[config.mk]
export PLATFORM = sky130hd
export DESIGN_NAME = crack_dispatch
export DESIGN_NICKNAME = d
export VERILOG_FILES = /design/src/rtl/crack_dispatch.sv
export SDC_FILE = /design/constraint.sdc
export NUM_CORES = 1
export LEC_CHECK = 0
export BUFFER_PORTS_ARGS = -buffer_cell sky130_fd_sc_hd__buf_2
export CELL_PAD_IN_SITES_DETAIL_PLACEMENT = 1
export CELL_PAD_IN_SITES_GLOBAL_PLACEMENT = 2
export CORE_UTILIZATION = 37
export DETAILED_ROUTE_END_ITERATION = 10
export GPL_ROUTABILITY_DRIVEN = 0
export PLACE_DENSITY = 0.9
export SETUP_SLACK_MARGIN = 0.02
export SLEW_MARGIN = 20
export SYNTH_ARGS = -nofsm -noshare
export SYNTH_HDL_FRONTEND = slang
export SYNTH_SLANG_ARGS = --single-unit
[constraint.sdc]
create_clock -name clk -period 6.3 [get_ports clk]
set_input_delay 0.315 -clock clk [delete_from_list [all_inputs] [get_ports clk]]
set_output_delay 0.315 -clock clk [all_outputs]
set_load 0.02 [all_outputs]
[src/rtl/crack_dispatch.sv]
// Dispatches sequential candidate keys to LANES ARC4 crack lanes and collects results.
// Define CRACK_FOUND_ABORT_EN to finish on the first found key instead of draining busy lanes.
module crack_dispatch #(
  parameter int unsigned    LANES    = 2,
  parameter int unsigned    KEY_W    = 24,
  parameter logic [KEY_W:0] KEY_LAST = {1'b0, {KEY_W{1'b1}}}
) (
  input  logic                   clk,
  input  logic                   rst,
  input  logic                   en,
  output logic                   rdy,
  input  logic [LANES-1:0]       lane_rdy,
  output logic [LANES-1:0]       lane_en,
  output logic [LANES*KEY_W-1:0] lane_key,
  input  logic [LANES-1:0]       lane_found,
  output logic                   key_valid,
  output logic [KEY_W-1:0]       key,
  output logic [KEY_W:0]         keys_tried
);

  typedef enum logic [1:0] {IDLE, RUN, DRAIN, DONE} state_t;

  state_t           state, state_nxt;
  logic [KEY_W:0]   next_key;
  logic [LANES-1:0] busy, guard;
  logic [LANES-1:0] comp, found_vec, avail, sel;
  logic             found_any, dispatch, accept, picked;
  logic [KEY_W-1:0] min_key;
  logic [KEY_W:0]   comp_cnt;

  assign accept = rdy & en;

  // Completion, found-key minimum and lowest-index lane selection
  always_comb begin
    comp      = '0;
    found_vec = '0;
    sel       = '0;
    comp_cnt  = '0;
    picked    = 1'b0;
    min_key   = key_valid ? key : '1;
    if (state == RUN || state == DRAIN) begin
      comp      = busy & ~guard & lane_rdy;
      found_vec = comp & lane_found;
    end
    for (int unsigned i = 0; i < LANES; i++) begin
      comp_cnt = comp_cnt + (KEY_W+1)'(comp[i]);
      if (found_vec[i] && (lane_key[i*KEY_W +: KEY_W] < min_key))
        min_key = lane_key[i*KEY_W +: KEY_W];
    end
    found_any = |found_vec;
    avail     = lane_rdy & ~busy & ~guard;
    // A found completion ends dispatching on the same cycle it is seen
    dispatch  = (state == RUN) && !found_any && (next_key <= KEY_LAST) && (|avail);
    if (dispatch) begin
      for (int unsigned i = 0; i < LANES; i++) begin
        if (avail[i] && !picked) begin
          sel[i] = 1'b1;
          picked = 1'b1;
        end
      end
    end
  end

  always_ff @(posedge clk or posedge rst) begin
    if (rst) state <= IDLE;
    else     state <= state_nxt;
  end

  always_comb begin
    state_nxt = state;
    case (state)
      IDLE:  if (en) state_nxt = RUN;
      RUN: begin
`ifdef CRACK_FOUND_ABORT_EN
        if (found_any)
          state_nxt = DONE;
        else if (dispatch && (next_key == KEY_LAST))
          state_nxt = DRAIN;
`else
        if (found_any || (dispatch && (next_key == KEY_LAST)))
          state_nxt = DRAIN;
`endif
      end
      DRAIN: if ((busy & ~comp) == '0) state_nxt = DONE;
      DONE:  if (en) state_nxt = RUN;
      default: state_nxt = IDLE;
    endcase
  end

  always_comb begin
    rdy = (state == IDLE) || (state == DONE);
  end

  always_ff @(posedge clk or posedge rst) begin
    if (rst) begin
      lane_en    <= '0;
      lane_key   <= '0;
      key_valid  <= 1'b0;
      key        <= '0;
      keys_tried <= '0;
      next_key   <= '0;
      busy       <= '0;
      guard      <= '0;
    end else if (accept) begin
      lane_en    <= '0;
      key_valid  <= 1'b0;
      key        <= '0;
      keys_tried <= '0;
      next_key   <= '0;
      busy       <= '0;
      guard      <= '0;
    end else begin
      lane_en    <= sel;
      guard      <= sel;
      busy       <= (busy & ~comp) | sel;
      keys_tried <= keys_tried + comp_cnt;
      if (found_any) begin
        key_valid <= 1'b1;
        key       <= min_key;
      end
      if (dispatch)
        next_key <= next_key + (KEY_W+1)'(1);
      for (int unsigned i = 0; i < LANES; i++) begin
        if (sel[i])
          lane_key[i*KEY_W +: KEY_W] <= next_key[KEY_W-1:0];
      end
`ifdef CRACK_FOUND_ABORT_EN
      if (state == RUN && found_any)
        busy <= '0;
`endif
    end
  end

endmodule

-- After elaboration in Yosys (flattened, before gate mapping)
Cells that the tools add are included.
- latch bits: 0
- word-level logic and storage cells: 78
- input port bits: 7
- memory bits (writable): 0
- bits in registers: 129
- memories: 0
- output and inout port bits: 101
- bits in read-only memories: 0
- bitwise logic cells: 12
- add/sub/neg operators: 3
- reductions and logical operators: 22
- mux-type cells: 22
- order comparisons: 3
- eq/ne operators: 7
- div/mod/pow operators: 0
- $mul: 0
- shifts and indexed selects: 0
- operators by type and width (cell ; number):
    24-bit 2-to-1 mux ; 5
    25-bit 2-to-1 mux ; 3
    24-bit < comparator ; 2
    25-bit by 1-bit adder with 25-bit output, second input constant ; 1
    25-bit by 2-bit adder with 25-bit output ; 1
    25-bit by 24-bit equality test with 1-bit output, second input constant ; 1
    25-bit by 24-bit less-or-equal comparator with 1-bit output, second input constant ; 1
    2-bit 2-to-1 mux ; 8
    2-bit bitwise AND ; 6
    1-bit logical AND ; 7
    2-bit by 1-bit != test with 1-bit output, second input constant ; 3
    2-bit NOT ; 3
    2-bit case mux with 3 select lines ; 1
    2-bit OR reduction ; 3
    1-bit 2-to-1 mux ; 5
    2-bit equality test, second input constant ; 2
    2-bit logical NOT ; 2
    2-bit AND reduction ; 2
    2-bit nonzero test ; 2
    1-bit logical OR ; 3
    3-bit AND reduction ; 1
    1-bit by 1-bit adder with 2-bit output ; 1
    2-bit by 1-bit equality test with 1-bit output, second input constant ; 1
    1-bit logical NOT ; 2
    other kinds (3) ; 3

-- Logic depth before layout (Yosys ltp)
- depth in word-level cells: 17
- mapped depth: 21
- gate-level depth less buffers: 17

-- Worst setup path after synthesis
Ideal clock, no wire load.
- path kind: register to register
- from: register key_valid
- to: register key[0]
- buffers on the path: 4
- path slack: 1560 ps
- cell stages (with the launch flop): 22
- clock period less this slack: 4740 ps
- setup time: 119 ps
- data arrival time: 4621 ps
- data required time: 6181 ps
- path through: dfrtp_1 clkbuf_1 nor2b_1 ha_1 a41o_1 a21oi_1 nand2b_1 o31ai_1 nand2_2 buf_2 mux2_1 ha_1 a21o_1 a21o_1 a21oi_1 o2111ai_1 a221oi_1 o31ai_4 and2_1 buf_4 buf_6 o21a_1
- longest elaborated chain between the ends: 9
- RTL lines (item ; RTL line ; text):
    from (decl) ; 16 ; output logic key_valid,
    from (signal assigned) ; 98 ; key_valid <= 1'b0;
    from (signal assigned) ; 106 ; key_valid <= 1'b0;
    from (signal assigned) ; 118 ; key_valid <= 1'b1;
    24-bit 2-to-1 mux * ; 40 ; min_key = key_valid ? key : '1;
    24-bit < comparator ; 47 ; if (found_vec[i] && (lane_key[i*KEY_W +: KEY_W] < min_key))
    1-bit logical AND ; 47 ;
    24-bit 2-to-1 mux * ; 47 ;
    24-bit < comparator ; 47 ;
    1-bit logical AND ; 47 ;
    24-bit 2-to-1 mux * ; 47 ;
    24-bit 2-to-1 mux * ; 117 ; if (found_any) begin
    24-bit 2-to-1 mux * ; 104 ; end else if (accept) begin
    to (signal assigned) ; 119 ; key <= min_key;
    to (decl) ; 17 ; output logic [KEY_W-1:0] key,
Mark *: on every way between the ends. The rest lies on a longest branch, timed or not. The select of a mux whose other input is x is not followed.
A chain may end at the register's enable or synchronous reset.

-- Worst setup path after layout
- from: register key_valid
- to: register key[13]
Same word-level chain as after synthesis.

==> impl_metrics.tcl <==
set metrics [dict create \
    first_iter_violations 223 \
    layout.nets 864 \
    critPathLaunchType "flop" \
    synth_warnings 0 \
    ioPinCount 108 \
    cts_sinks 129 \
    cp-end-kind "flop" \
    vias_per_cell 5.441 \
    hold_viol 0 \
    rsz0062_at_grt "no" \
    synth_nets 761 \
    crit_chain "nor2b_1 -> ha_1 -> a41o_1 -> a21oi_1 -> nand2b_1 -> o31ai_1 -> nand2_2 -> buf_4 -> mux2_4 -> ha_1 -> a211oi_1 -> nor2_1 -> nor3_1 -> o21ai_0 -> a221oi_1 -> o31ai_4 -> and2_2 -> o21a_1" \
    tightest_slew_ns 1.124 \
    ctsHoldBuffers 0 \
    maxCapViolCount 0 \
    power.share.sequential 0.343 \
    start_util 0.3833 \
    syn-cell-area_um2 7289 \
    cts.clk_slew.worst_paths_ns 0.05 \
    power_switching_w 0.001310 \
    grt_start_max_net_pins 72 \
    comb_power_share 0.385 \
    die_area_um2 20270 \
    coreArea_um2 19020 \
    synth.distinct_cells 54 \
    drive_gt1_frac 0.2641 \
    antenna_cells 0 \
    power_w 0.003346 \
    dr.pass1.iters 5 \
    synth_edf_count 0 \
    grt_pass1_vias 6271 \
    outcome "finished clean" \
    grt_overflow 0 \
    slowest_stage "dfrtp_1" \
    slowest_delay_ns 0.73 \
    avgSynthCellArea_um2 10.37 \
    swShare 0.3914 \
    hp-class "input pin to async pin" \
    clock-root-buffer "clkbuf_16" \
    portBuffers 107 \
    p_int_w 0.002037 \
    die_w_um 142.4 \
    crit_top_cell "ha_1" \
    wl_per_cell_um 19.73 \
    vdd_drop_max_uv 231.5 \
    max_slew_margin 0.2508 \
    seq_area_frac_synth 0.4428 \
    path_delay_family "compound AO/OA/AOI/OAI gates" \
    grt_usage 0.2227 \
    grt_antenna_before_repair 0 \
    setup_slack_ns 0.6137 \
    critPathBufInv 1 \
    arrival_ns 5.99 \
    clkLatencyLatePin_ns 0.43 \
    drcViolationCount 0 \
    finalMaxSlewViolations 0 \
    syn2layout_area_growth_pct 18.04 \
    cp.required_ns 6.60 \
    synth_ff_type "dfrtp_1" \
    fmax_mhz 175.9 \
    ctsResizeCount 0 \
    critPathMaxFanout 24 \
    pre_cts_ws_ns 0.5805 \
    clkPwrFrac 0.273 \
    clk_path_buf_depth 2 \
    crit_type "flop to flop" \
    die_y_um 142.4 \
    grt_pass1_wl_um 34290 \
    finalSetupViolCount 0 \
    power_density_nw_per_um2 388.9 \
    leakage_nw 4.444 \
    period_minus_slack_ns 5.686 \
    synthArstFlopShare 1.000 \
    ant_nets 0 \
    rows 50 \
    finalInstanceArea_um2 8605 \
    ys_seq_elements 129 \
    cts_tree "yes" \
    drt-total-wl_um 21270 \
    num_vias 5865 \
    fin_skew_ns 0.01406 \
    synthesis.instances 703 \
    finish.utilization 0.4524 \
    fin_setup_tns_ns 0 \
    period_share 0.9026 \
    detailed_place_hpwl_um 14850 \
    place_area_um2 8070 \
    htreeDepth 4 \
    post_cts_buffers 0 \
    cts-buffers-inserted 17 \
]
-- sequential cells by signal, summed over array words and instances, names as in the netlist --
register and cells:
lane_key 48, keys_tried 25, next_key 25, key 24, busy 2, guard 2, state 2, key_valid 1
-- layer usage --
metal | track usage | share of wire
met1 | 0.2842 | 0.46
met2 | 0.3751 | 0.48
met3 | 0.04913 | 0.046
met4 | 0.06735 | 0.013
met5 | 0 | 0
-- worst paths after layout --
| check | from | depth (start not counted) | end | slack (ns) |
|---|---|---|---|---|
| setup reg to reg | key_valid | 18 | key[13] | 0.61 |
| hold / removal | rst | 2 | keys_tried[3] | 0.08 |
| min in group clk | lane_found[1] | 5 | next_key[2] | 0.35 |
| max in group asynchronous | rst | 3 | key[15] | 4.90 |
| setup / recovery | key_valid | 18 | key[13] | 0.61 |
| hold reg to reg | next_key[24] | 2 | next_key[24] | 0.51 |
-- synthesized netlist by cell type, types with 10 or more instances --
| cell type | count | area [um^2] |
|---|---|---|
| inv_1 | 38 | 142.6 |
| a31oi_1 | 26 | 162.7 |
| dfrtp_1 | 129 | 3228 |
| a21oi_1 | 51 | 255.2 |
| xnor2_1 | 11 | 96.34 |
| or3_1 | 13 | 81.33 |
| ha_1 | 50 | 625.6 |
| nand4_1 | 15 | 93.84 |
| nand2_1 | 29 | 108.9 |
| clkbuf_1 | 16 | 60.06 |
| nor2_1 | 51 | 191.4 |
| a21o_1 | 10 | 75.07 |
| xor2_1 | 23 | 201.4 |
| mux2_4 | 10 | 150.1 |
| o21a_1 | 25 | 187.7 |
| o21ai_0 | 24 | 120.1 |
| mux2_2 | 53 | 596.8 |
| nor2b_1 | 27 | 168.9 |
| nand3_1 | 29 | 145.1 |
-- metrics by stage --
stage,hold slack [ns],std cells
floorplan,0.4540,703
global placement,0.4821,1047
detailed placement,0.5008,1047
CTS,0.1230,1078
global route,0.1660,1078
finish,0.07886,1078
-- final cells by class --
class | count | area [um^2]
inverter | 38 | 145.1
tap | 260 | 325.3
clock buffer | 25 | 475.5
multi-input combinational | 506 | 3785
sequential | 129 | 3228
fill | 2181 | 10410
clock inverter | 6 | 57.56
timing repair buffer | 114 | 588.1
-- power groups by stage --
| stage | Sequential, W | Combinational (W) | Clock (W) |
|---|---|---|---|
| final | 0.00115 | 0.00129 | 0.000912 |
| after floorplan | 0.00123 | 0.000779 | 0 |
| after global routing | 0.00117 | 0.00142 | 0.000960 |
| after detailed placement | 0.00116 | 0.00128 | 0 |
| after CTS | 0.00115 | 0.00129 | 0.000928 |
| after global placement | 0.00116 | 0.00124 | 0 |
-- logic make-up after synthesis --
family                     share of synthesized area
muxes                                         0.1100
DFF                                           0.4428
buffers and inverters                        0.03914
xor gates and xnor gates                     0.04085
and+or+nand+nor                               0.1478
adders and majority gates                    0.08857
AOI/OAI and AO/OA                             0.1308
-- worst reg2reg max path, delay by kind of cell, from the launching register on --
kind	cells	cell delay [ns]
buffers and inverters	1	0.32
adders and majority gates	2	0.59
muxes	1	0.32
and+or+nand+nor	6	1.45
DFF	1	0.73
AOI/OAI and AO/OA	8	2.16
-- placed cells by master, fill, tap and decap left out, types with 26 or more instances in the layout --
cell and count:
buf_2 107, nor2_1 51, dfrtp_1 129, mux2_2 53, nand3_1 29, nor2b_1 27, nand2_1 29, a21oi_1 51
ha_1 50, inv_1 37, a31oi_1 26
Note: power is estimated with default switching activity, not from simulation.
